[src/rtl/subtrator_pkg.sv]
// Shared definitions for the subtractor family and its bit-serial inverse adder.
package subtrator_pkg;

    localparam int unsigned WIDTH_DEFAULT = 4;

    typedef enum logic [1:0] {IDLE, RUN, DONE} serial_state_e;

    // Result is trustworthy when the carries into and out of the MSB agree.
    function automatic logic ovf_ok(input logic c_in_msb, input logic c_out_msb);
        return !(c_in_msb ^ c_out_msb);
    endfunction

endpackage

[src/rtl/full_adder_1b.sv]
// One-bit full adder used as the serial datapath slice.
module full_adder_1b (
    input  logic a,
    input  logic b,
    input  logic cin,
    output logic s,
    output logic cout
);

    always_comb begin
        s    = a ^ b ^ cin;
        cout = (a & b) | (a & cin) | (b & cin);
    end

endmodule

[src/rtl/somador_serial_duv.sv]
// Bit-serial signed adder, LSB first, one operand pair per handshake.
// flag=1 means the wrapped sum is exact; flag=0 reports signed overflow.
module somador_serial_duv
    import subtrator_pkg::*;
#(
    parameter int unsigned WIDTH = WIDTH_DEFAULT
) (
    input  logic             clk,
    input  logic             rst_n,
    input  logic             in_valid,
    output logic             in_ready,
    input  logic [WIDTH-1:0] a,
    input  logic [WIDTH-1:0] b,
    output logic             out_valid,
    input  logic             out_ready,
    output logic [WIDTH-1:0] sum,
    output logic             flag,
    output logic             busy
);

    localparam int unsigned CW = (WIDTH > 1) ? $clog2(WIDTH) : 1;
    localparam logic [CW-1:0] CNT_LAST = CW'(WIDTH - 1);

    serial_state_e    state_q;
    logic [WIDTH-1:0] a_sh_q;
    logic [WIDTH-1:0] b_sh_q;
    logic             carry_q;
    logic [CW-1:0]    cnt_q;
    logic             bit_s;
    logic             bit_c;

    full_adder_1b u_fa (
        .a    (a_sh_q[0]),
        .b    (b_sh_q[0]),
        .cin  (carry_q),
        .s    (bit_s),
        .cout (bit_c)
    );

    assign in_ready = (state_q == IDLE);
    assign busy     = !in_ready;

    // sum doubles as the result shift register; it is only meaningful once out_valid rises.
    always_ff @(posedge clk or negedge rst_n) begin
        if (!rst_n) begin
            state_q   <= IDLE;
            a_sh_q    <= '0;
            b_sh_q    <= '0;
            carry_q   <= 1'b0;
            cnt_q     <= '0;
            sum       <= '0;
            flag      <= 1'b0;
            out_valid <= 1'b0;
        end else begin
            unique case (state_q)
                IDLE: begin
                    if (in_valid) begin
                        a_sh_q  <= a;
                        b_sh_q  <= b;
                        carry_q <= 1'b0;
                        cnt_q   <= '0;
                        state_q <= RUN;
                    end
                end
                RUN: begin
                    a_sh_q  <= a_sh_q >> 1;
                    b_sh_q  <= b_sh_q >> 1;
                    sum     <= {bit_s, sum[WIDTH-1:1]};
                    carry_q <= bit_c;
                    cnt_q   <= cnt_q + CW'(1);
                    if (cnt_q == CNT_LAST) begin
                        flag      <= ovf_ok(carry_q, bit_c);
                        out_valid <= 1'b1;
                        state_q   <= DONE;
                    end
                end
                DONE: begin
                    if (out_ready) begin
                        out_valid <= 1'b0;
                        state_q   <= IDLE;
                    end
                end
                default: begin
                    out_valid <= 1'b0;
                    state_q   <= IDLE;
                end
            endcase
        end
    end

endmodule

[config.mk]
export PLATFORM = sky130hd
export DESIGN_NAME = somador_serial_duv
export DESIGN_NICKNAME = d
export VERILOG_FILES = /design/src/rtl/subtrator_pkg.sv /design/src/rtl/full_adder_1b.sv /design/src/rtl/somador_serial_duv.sv
export SDC_FILE = /design/constraint.sdc
export NUM_CORES = 1
export LEC_CHECK = 0
export ABC_CLOCK_PERIOD_IN_PS = 1300
export CORE_UTILIZATION = 43
export DETAILED_ROUTE_END_ITERATION = 6
export PLACE_DENSITY = 0.73
export SLEW_MARGIN = 15
export SYNTH_ARGS = -nofsm -noshare
export SYNTH_HDL_FRONTEND = slang
export SYNTH_SLANG_ARGS = --single-unit
[constraint.sdc]
create_clock -name clk -period 1.3 [get_ports clk]
set_clock_uncertainty 0.05 [all_clocks]
set_input_delay 0.26 -clock clk [delete_from_list [all_inputs] [get_ports clk]]
set_output_delay 0.26 -clock clk [all_outputs]
set_load 0.005 [all_outputs]
Word level (Yosys, flattened, before mapping):

Cells that the tools add are included.

* magnitude comparators: 0
* reduce and logical (&&, ||, !) cells: 8
* $mul: 0
* bitwise logic cells: 9
* shift-type cells: 0
* divide/modulo/power cells: 0
* equality and inequality tests: 6
* multiplexer cells: 15
* add/sub/neg operators: 1

Operators by type and width (number)
* 4-bit case mux with 2 select lines: 2
* 2-bit 2-to-1 mux: 4
* 4-bit 2-to-1 mux: 2
* 2-bit != test (second input constant): 3
* 2-bit case mux with 3 select lines: 1
* 3-bit AND reduction: 2
* 2-bit == test (second input constant): 2
* 2-bit case mux with 2 select lines: 1
* 2-bit AND reduction: 2
* 1-bit AND: 3
* 1-bit 2-to-1 mux: 3
* 1-bit case mux with 3 select lines: 1
* 1-bit XOR: 3
* 2-bit by 1-bit adder with 2-bit output (second input constant): 1
* 2-bit by 1-bit == test with 1-bit output (second input constant): 1
* 1-bit zero test: 2
* 2-bit zero test: 1
* 1-bit OR: 2
* 1-bit case mux with 2 select lines: 1
* 2-bit nonzero test: 1
* 1-bit NOT: 1

* register bits after elaboration: 19
* bits of input ports: 12
* memories: 0
* word-level logic and storage cells: 47
* output and inout port bits: 8
* bits in read-only memories: 0
* latch bits: 0
* RAM bits: 0

Logic depth before layout (Yosys ltp):

* depth after elaboration: 5
* gate-level depth with buffers: 4
* mapped depth without buffers: 4

Hierarchy:

A second synthesis with hierarchy kept.

* cell total of the unflattened synthesis: 87
* area total of the unflattened synthesis: 895.9 um^2

By module, submodules not included
* somador_serial_duv: sequential area each 475.5 um^2, area each 875.8 um^2, cells an instance 86, instances 1
* full_adder_1b: sequential area each 0.0 um^2, area each 20.0 um^2, cells an instance 1, instances 1

Worst setup path after synthesis:

OpenSTA, ideal clock, no wires.

* path type: register to register
* from: register carry_q
* to: register flag
* stages on the path, launching flop included: 5
* path slack: -0.116 ns
* arrival time: 1.241 ns
* period minus slack after synthesis: 1.416 ns
* library setup time: 0.125 ns
* path through: dfrtp_1 inv_1 fa_1 xor2_1 mux2_4

* longest elaborated chain between the ends: 5
* elaborated cells between the ends (all ways): 6
* classes of those cells: bitwise (5); reduce/logical (1)

RTL lines
* start, declared: line somador_serial_duv.sv:27 `logic carry_q;`
* start signal, assigned: line somador_serial_duv.sv:69 `carry_q <= bit_c;`
* 1-bit AND: line full_adder_1b.sv:12 `cout = (a & b) | (a & cin) | (b & cin);`
* 1-bit OR (2 in series): line full_adder_1b.sv:12
* 1-bit XOR (*): line subtrator_pkg.sv:10 `return !(c_in_msb ^ c_out_msb);`
* 1-bit zero test (*): line subtrator_pkg.sv:10
* end signal, assigned: line somador_serial_duv.sv:72 `flag <= ovf_ok(carry_q, bit_c);`
* end, declared: line somador_serial_duv.sv:17 `output logic flag,`

Every way passes the cells marked *; elsewhere a longest branch is shown, timed or not.
A chain may end at the register's enable or synchronous reset.

Final worst setup path:

* from: register state_q[0]
* to: output busy

* longest elaborated chain between the ends: 2

RTL lines
* start, declared: line somador_serial_duv.sv:24 `serial_state_e state_q;`
* start signal, assigned: line somador_serial_duv.sv:46 `state_q <= IDLE;`
* start signal, assigned: line somador_serial_duv.sv:62 `state_q <= RUN;`
* start signal, assigned: line somador_serial_duv.sv:74 `state_q <= DONE;`
* 2-bit zero test: line somador_serial_duv.sv:40 `assign in_ready = (state_q == IDLE);`
* 1-bit zero test: line somador_serial_duv.sv:41 `assign busy = !in_ready;`
* end, declared: line somador_serial_duv.sv:18 `output logic busy`

No other way between the ends.

==> results.sh <==
export IMPL_status="complete, but fails checks"
export IMPL_violations="negative setup slack"
export IMPL_wl_um=1980
export IMPL_insertion_delay_ps=300
export IMPL_ys_seq_elements=19
export IMPL_cts_buffers=3
export IMPL_n_antenna_cell=0
export IMPL_hold_buffers=0
export IMPL_period_needed_ps=1400
export IMPL_end_kind="output port"
export IMPL_synthDistinctLibCells=24
export IMPL_most_common_layout_cells="buf_4 (21), dfrtp_1 (19), nand2_1 (15)"
export IMPL_maxSlewViolCount=0
export IMPL_grt_setup_unrepaired="yes"
export IMPL_worst_slack_ps=-95.3
export IMPL_slew_headroom=0.840
export IMPL_hold_violations=0
export IMPL_dr_pass1_iters=6
export IMPL_rows=15
export IMPL_ir_worst_vdd_mv=1.47
export IMPL_critPathSlowestCell="dfrtp_1"
export IMPL_nNetsFinal=142
export IMPL_fmax_ghz=0.717
export IMPL_required_ps=990
export IMPL_path_class="reg -> out"
export IMPL_netlist_area_um2=863
export IMPL_drive_gt1_frac=0.315
export IMPL_grt_pass1_wl_um=3120
export IMPL_area_growth_pct=46.5
export IMPL_maxCapViolations=0
export IMPL_finalCritPeriodShare=1.07
export IMPL_via_count=776
export IMPL_vias_per_cell=5.11
export IMPL_reg2reg_slack_ps=-80
export IMPL_drc=0
export IMPL_grt_pass1_vias=723
export IMPL_setup_viol=3
export IMPL_start_util=0.479
export IMPL_synth_nets=101
export IMPL_top_level_ports=20
export IMPL_hp_class="in -> async"
export IMPL_rr_endpoint="flag$_DFFE_PN0P_"
export IMPL_fillers=142
export IMPL_hold_slack_ps=230
export IMPL_clockRootBuffer="clkbuf_4"
export IMPL_final_common_cell="buf_4"
export IMPL_grtUsageTotal=0.209
export IMPL_yosys_warnings=0
export IMPL_crit_buf_inv=3
export IMPL_hpwl_um=1450
export IMPL_slowest_delay_ps=420
export IMPL_wl_per_cell_um=13.0
export IMPL_worst_ep_arrival_time_ps=1090
export IMPL_fin_util=0.702
export IMPL_syn_instance_count=87
export IMPL_critPathTopFamily="flip-flops"
export IMPL_die_h_um=46.8
export IMPL_cts_max_level=1
export IMPL_cp_cell_sequence="nor2_2 > buf_4 > inv_2 > buf_2"
export IMPL_rr_worst_depth=4
export IMPL_finalWeightedCongestion=0.759
export IMPL_dieWidth_um=46.8
export IMPL_dp_slack_ps=-189
export IMPL_syn_area_per_cell_um2=9.92
export IMPL_cts_tree="yes"
export IMPL_port_buffers=19
export IMPL_cp_max_fo=2
export IMPL_drt_iter0_drc=6
export IMPL_gr_total_overflow=0
export IMPL_timing_rr_start="a_sh_q[0]$_DFFE_PN0P_"
export IMPL_fin_tns_setup_ps=-230
export IMPL_worst_slew_pin_slew_ps=238
export IMPL_core_um2=1800
export IMPL_die_area_um2=2190
export IMPL_power_total_mw=3.21
export IMPL_p_per_area_nw_per_um2=2540
export IMPL_synth_seq_area_share=0.551
export IMPL_clockBufferDepth=2
export IMPL_clk_pin_slew_worst_paths_ps=110
export IMPL_cts_sinks=19
export IMPL_power_leakage_nw=0.598
export IMPL_antenna_found_initial=0
export IMPL_grt_max_degree=20
export IMPL_antenna_left=0
export IMPL_cp_start_kind="flip-flop"
==> per-stage QoR <==
step | std cells | cell area (um^2)
after global placement | 140 | 1160
final | 152 | 1260
after detailed placement | 140 | 1160
after global routing | 152 | 1260
after CTS | 152 | 1250
after floorplan | 87 | 866
==> layout make-up <==
| class | count | area, um^2 | area share |
|---|---|---|---|
| clock buffers | 3 | 22.5 | 0.0178 |
| well taps | 25 | 31.3 | 0.0247 |
| clock inverters | 1 | 5.00 | 0.00396 |
| multi-input cells | 58 | 367 | 0.290 |
| flip-flops and latches | 19 | 475 | 0.376 |
| repair buffers | 40 | 342 | 0.270 |
| inverters | 6 | 22.5 | 0.0178 |
==> worst register-to-register path, delay by kind of cell (launching register included) <==
kind / cells / cell delay [ps]
xor+xnor: 1 / 150
flops: 1 / 370
fa+ha+maj: 1 / 400
buf+inv: 1 / 50
mux: 1 / 260
==> state kept, by name, summed over array words and instances, names as in the netlist <==
register,count
a_sh_q,4
b_sh_q,4
sum,4
cnt_q,2
state_q,2
carry_q,1
flag,1
out_valid,1
==> cell usage after synthesis <==
cell / number / area [um^2]
o21ai_1: 1 / 5.00
nand3b_1: 1 / 7.51
a21oi_1: 6 / 30.0
dfrtp_1: 19 / 475
nor2_1: 3 / 11.3
nand2b_1: 2 / 12.5
fa_1: 1 / 20.0
buf_4: 1 / 7.51
o221a_2: 1 / 11.3
inv_2: 1 / 3.75
mux2_4: 1 / 15.0
and2b_4: 1 / 10.0
nand2_1: 15 / 56.3
o31ai_1: 1 / 7.51
inv_1: 5 / 18.8
nor2b_1: 1 / 6.26
ha_1: 1 / 12.5
o22ai_1: 11 / 68.8
buf_2: 3 / 15.0
a211oi_1: 1 / 7.51
nor2_2: 1 / 6.26
o21ai_0: 8 / 40.0
nand2_2: 1 / 6.26
xor2_1: 1 / 8.76
==> worst max path at each step <==
stage / startpoint / endpoint / slack [ps] / depth (start not counted)
finish: state_q[0]$_DFFE_PN0P_ / busy / -100 / 4
global route: state_q[0]$_DFFE_PN0P_ / busy / -160 / 4
CTS: state_q[1]$_DFFE_PN0P_ / in_ready / -120 / 4
floorplan: a_sh_q[0]$_DFFE_PN0P_ / flag$_DFFE_PN0P_ / -50 / 4
detailed placement: in_valid / a_sh_q[2]$_DFFE_PN0P_ / -190 / 4
global placement: in_valid / a_sh_q[2]$_DFFE_PN0P_ / -120 / 4
==> cell families after synthesis <==
family | share of synthesized area
AO/OA/AOI/OAI | 0.197
XOR/XNOR | 0.0101
AND/OR/NAND/NOR | 0.135
flip-flops | 0.551
multiplexers | 0.0174
adder cells (fa/ha/maj) | 0.0377
buffers and inverters | 0.0522
==> per-layer routing <==
metal | wire [um] | track usage | up-vias
met5 | 0 | 0 | -
met4 | 35 | 0.114 | 0
met3 | 76 | 0.0577 | 4
met2 | 1020 | 0.344 | 18
met1 | 853 | 0.248 | 370
li1 | - | - | 384
==> repair_timing <==
item                       CTS  global route
pin swaps                    1             3
resized for setup           18             8
setup endpoints to repair    9            15
buffers inserted             8             1
hold endpoints to repair     0             0
==> report_power, final <==
group	switching (mW)	internal (mW)	leakage (nW)
clock	0.185	0.114	0.0177
combinational	0.835	1.02	0.349
sequential	0.174	0.879	0.231
total	1.19	2.01	0.598
Power figures use the tool's default switching activity.
==> patch 1: new RTL, config.mk and constraints unchanged <==
`WIDTH_DEFAULT`: 4 -> 2.
--- a/src/rtl/subtrator_pkg.sv
+++ b/src/rtl/subtrator_pkg.sv
@@ -3,3 +3,3 @@
 
-    localparam int unsigned WIDTH_DEFAULT = 4;
+    localparam int unsigned WIDTH_DEFAULT = 2;
 
Ports: changed (resized a, b and sum); port bits go from 20 to 14. The function was not compared with the original's and may differ.
==> patch 1 against the original RTL <==
  * Power shrank 37%
  * Worst setup slack better by 0.14 ns
  * Via count decreased by 37%
  * Worst hold slack worse by 0.0015 ns
  * Cell area decreased by 34%
  * Wire length fell by 44%
  * Sequential cell count down 7
  * Utilization decreased by 6.0 points
  * Synthesized cell count down 33%
  * Register-to-register slack better by 0.15 ns
  * Area after synthesis decreased by 30%
==> patch 1: results (changes against the original RTL) <==
Overflow after GRT 0 (unchanged); first-pass GRT wire length 1680 µm (-46%); drt first pass iters 4 (-2); status finished, final reports clean; Critical Path Source state_q[0]$_DFFE_PN0P_; R2R depth 4 (unchanged); number of synthesis warnings 0 (unchanged); post-synth net total 67 (-34%); Critical R2R Capture flag$_DFFE_PN0P_; P_leak 0.000384 µW (-36%); asr flop ratio synth 100% (unchanged); reg-to-reg slack, setup 0.07 ns (+0.15 ns); Wirelength per Cell 11.4 µm (-13%); post-synthesis mux area share 1.65% (-0.093 points); clk root buf clkbuf_4; 1st-iter DRT viols 5 (-1); Worst-Margin Slew 0.210 ns (-0.0281 ns); initial antenna violation count 0 (unchanged); Synth Area in Compound Gates 20.6% (+0.87 points); Vias/cell 5.01 (-1.9%); clock buffer count from CTS 3 (unchanged); Netlist cell types 20 (-17%); HPWL after detailed placement 799 µm (-45%); top cells by count, synth 12 x dfrtp_1, 10 x o21ai_1, 7 x nand2_1; Tot GR Track Use 16.5% (-4.4 points); number of global-route vias before repair 381 (-47%); area share of fa/ha/maj cells after synthesis 3.29% (-0.48 points); Peak supply drop 1.33 mV (-9.6%); Hold WC Path Type in2async; Post-Synth XOR/XNOR Area 1.44% (+0.43 points); Crit Reg-Reg Startpoint b_sh_q[0]$_DFFE_PN0P_; Ant. Diodes 0 (unchanged); H-Tree Level Count 1 (unchanged); Max Root-Sink Buffers 2 (unchanged); sequential area share after synthesis 49.4% (-5.7 points); Port-buffer cells 13 (-6); CP Max Fanout 2 (unchanged); Setup WS post-layout 0.0481 ns (+0.143 ns); pre-CTS setup slack -0.0478 ns (+0.141 ns); Clk Latency, worst-skew pair 0.28 ns (-0.02 ns); pin count of the biggest net entering global routing 13 (-35%); Reg clk slew, reported paths 0.08 ns (-0.03 ns); crit path capture busy; routability cong. 0.698 (-8.0%); Nets 92 (-35%); share of cells above drive strength 1 34.1% (+2.7 points); synth top area cells dfrtp_1 49%, o21ai_1 8.2%, nand2_1 4.3%; CP arrival 0.94 ns (-0.15 ns)
patch 1: cell count changes after synthesis, sizes merged, moves of 2 or more:
cell | unedited run | this run
dfrtp | 19 | 12
buf | 4 | 2
a21oi | 6 | 2
nor3 | 0 | 2
nand2 | 16 | 7
o22ai | 11 | 2
patch 1: how the worst min path moves through the flow:
stage,to,slack [ns],cells past startpoint,start
after floorplan,a_sh_q[0]$_DFFE_PN0P_,-0.09,0,rst_n
final,flag$_DFFE_PN0P_,0.23,2,rst_n
after global routing,sum[1]$_DFFE_PN0P_,0.25,2,rst_n
after CTS,flag$_DFFE_PN0P_,0.24,2,rst_n
after detailed placement,sum[0]$_DFFE_PN0P_,0.42,2,sum[0]$_DFFE_PN0P_
after global placement,sum[0]$_DFFE_PN0P_,0.41,2,sum[0]$_DFFE_PN0P_
patch 1: cell families after synthesis:
| kind of cell | Yosys count |
|---|---|
| buf+inv | 8 |
| mux | 1 |
| compound gates | 18 |
| simple gates | 17 |
| xor+xnor | 1 |
| fa+ha+maj | 1 |
| flops | 12 |
patch 1: layout make-up:
cell class                      count  area (µm²)
Tap cell                           15        18.8
Multi-Input combinational cell     38         273
Timing Repair Buffer               22         183
Fill cell                         123         465
Sequential cell                    12         300
Clock buffer                        4        36.3
Inverter                            6        25.0
patch 1: timing repair:
action	4_1_cts	5_1_grt
resized for setup	13	3
endpoints found under the hold margin	0	0
buffers inserted	2	1
pin swaps	2	3
setup endpoints to repair	7	3
patch 1: report_power, final:
part           switching [µW]  total (µW)  internal, µW
clock                     132         302           170
sequential                114         659           544
combinational             497        1050           550
total                     743        2010          1260
patch 1: metrics by stage:
stage / power (µW) / TNS (ns) / instance area, µm² / utilization [%] / instances
4_1_cts: 1960 / 0 / 818 / 62.9 / 96
3_5_place_dp: 1690 / -0.115 / 779 / 59.9 / 90
3_3_place_gp: 1640 / -0.106 / 779 / 59.9 / 90
5_1_grt: 2150 / 0 / 836 / 64.2 / 97
2_1_floorplan: 1300 / 0 / 608 / - / 58
6_report: 2010 / 0 / 836 / 64.2 / 97
patch 1: per-layer routing:
metal / track usage, % / share of wire (%) / routed length [µm] / up-vias
met3: 3.41 / 6.6 / 73 / 2
li1: - / - / - / 245
met4: 5.17 / 1.1 / 12 / 0
met5: 0 / 0 / 0 / -
met1: 22.9 / 47 / 525 / 221
met2: 25.4 / 45 / 495 / 18
patch 1: worst max-delay path, stage by stage (launching register included):
cell and delay [ns]:
dfrtp_1 0.39, nor2_2 0.11, inv_1 0.04, buf_2 0.11
==> patch 2: new RTL, same settings <==
Without the edit above. Re-encode `serial_state_e` (3 states) as one-hot, 3 bits wide.
--- a/src/rtl/subtrator_pkg.sv
+++ b/src/rtl/subtrator_pkg.sv
@@ -5,3 +5,3 @@
 
-    typedef enum logic [1:0] {IDLE, RUN, DONE} serial_state_e;
+    typedef enum logic [2:0] {IDLE = 3'b001, RUN = 3'b010, DONE = 3'b100} serial_state_e;
 
Check against the original RTL: no difference found for any inputs over 10 cycles, from zero or initial values and one cycle with rst_n low; not proved beyond that.
==> patch 2 against the original RTL <==
  * The flow still finishes with violations (setup timing)
  * Sequential cell count is 1 higher
  * Final cell count rose by 14%
  * Clock power is 27% higher
  * Worst setup slack got worse by 0.17 ns
  * Largest cell class is now multi-input gates
  * Wire length grew 41%
  * Largest power group unchanged
  * Area after synthesis rose by 24%
  * Sequential share of layout area is 7.2 points lower
  * Cell area is 30% higher
  * Global-route usage rose by 2.5 points
  * Critical path depth shrank 1
  * Power rose by 10%
  * Maximum frequency fell by 11%
==> patch 2: results (changes against the original RTL) <==
status complete, but fails checks; failing checks setup timing; Nets 161 (+13%); combinational cell power 2080 µW (+12%); clock network area share 2.20% (+0.023 points); multi-input logic area 604 µm² (+65%); clock buf count 4 (+1); slew margin rel. 82.2% (-1.8 points); final setup fails 20 (+17); Max Root-Sink Buffers 2 (unchanged); NonClk Buf Share 27.2% (+0.21 points); CP Max Fanout 3 (+1); M1 WL 1180 µm (+38%); HPWL after detailed placement 1780 µm (+22%); placed cells 153 (+9.3%); slowest stage delay, CP 0.56 ns (+0.14 ns); share of cells above drive strength 1 40.4% (+8.9 points); met1 Track Usage GR 26.7% (+1.9 points); fin cells 174 (+14%); Wirelength per Cell 16.1 µm (+23%); met2 WL 1500 µm (+48%); multi-input gates 68 (+17%); top cells by count, synth 19 x dfrtp_1, 15 x nor2_1, 6 x a22o_1, 6 x o32ai_1, 5 x inv_1; drt first pass iters 4 (-2); Seq cells 20 (+1); met2 Track Usage GR 42.3% (+7.9 points); post-synth net total 114 (+13%); Power per Cell Area 2150 nW/µm² (-15%); switching pwr 1230 µW (+3.3%); slowest stage cell, crit path dfstp_2; CP delay by family, top flip-flops; Setup WS post-layout -0.263 ns (-0.168 ns); Non-clk bufs 48 (+20%); routability cong. 0.772 (+1.7%); first-pass GRT wire length 4420 µm (+42%); Netlist cell types 34 (+42%); met3 routed WL 68 µm (-11%); met3 Use GR 3.51% (-2.3 points); fillers 166 (+17%); Mapped Cells 100 (+15%); 1st-iter DRT viols 19 (+13); number of global-route vias before repair 943 (+30%); clock power share 10.7% (+1.4 points); pin count of the biggest net entering global routing 16 (-20%); sequential area share after synthesis 47.0% (-8.1 points); Tot GR Track Use 23.4% (+2.5 points); Synth top area share 44.5% (-11 points)
## patch 2: cell types whose count changed after synthesis, moves of 2 or more
cell       before  now
nand2b_1        2    0
nor3b_1         0    3
a22o_1          0    6
o22ai_1        11    1
nand2_1        15    4
a21oi_1         6    2
o32ai_1         0    6
nor2_1          3   15
o21a_1          0    2
o21ai_0         8    3
a31oi_1         0    4
o2bb2ai_1       0    4
mux2_4          1    3
## patch 2: logic make-up after synthesis
logic type / Yosys count / synth area share [%]
XOR/XNOR: 1 / 0.820
AO/OA/AOI/OAI: 31 / 21.8
buffers and inverters: 12 / 5.38
flip-flops: 20 / 47.0
adder cells (fa/ha/maj): 2 / 3.04
multiplexers: 3 / 4.22
AND/OR/NAND/NOR: 31 / 17.8
## patch 2: metrics by stage
step	area, µm²	TNS (ns)
global route	1650	-3.51
global placement	1360	-3.61
detailed placement	1360	-4.55
finish	1650	-2.59
floorplan	1080	-0.00478
CTS	1570	-2.45
## patch 2: path summary, 6_finish.rpt
kind                                         from                endpoint  slack [ns]  depth (start not counted)
setup / recovery           state_q[0]$_DFFE_PN1P_                    busy       -0.26                          3
hold / removal                              rst_n  state_q[1]$_DFFE_PN0P_        0.10                          1
setup reg to reg           state_q[0]$_DFFE_PN1P_      sum[2]$_DFFE_PN0N_       -0.19                          5
hold reg to reg                sum[0]$_DFFE_PN0N_      sum[0]$_DFFE_PN0N_        0.49                          1
max in group asynchronous                   rst_n     carry_q$_DFFE_PN0P_        0.70                          2
min in group clk                             b[2]   b_sh_q[2]$_DFFE_PN0P_        0.46                          3
## patch 2: what timing repair did
item	4_1_cts	5_1_grt
gates resized for setup	34	9
gates cloned	1	0
setup buffers	8	8
setup endpoints to repair	26	26
pin swaps	4	4
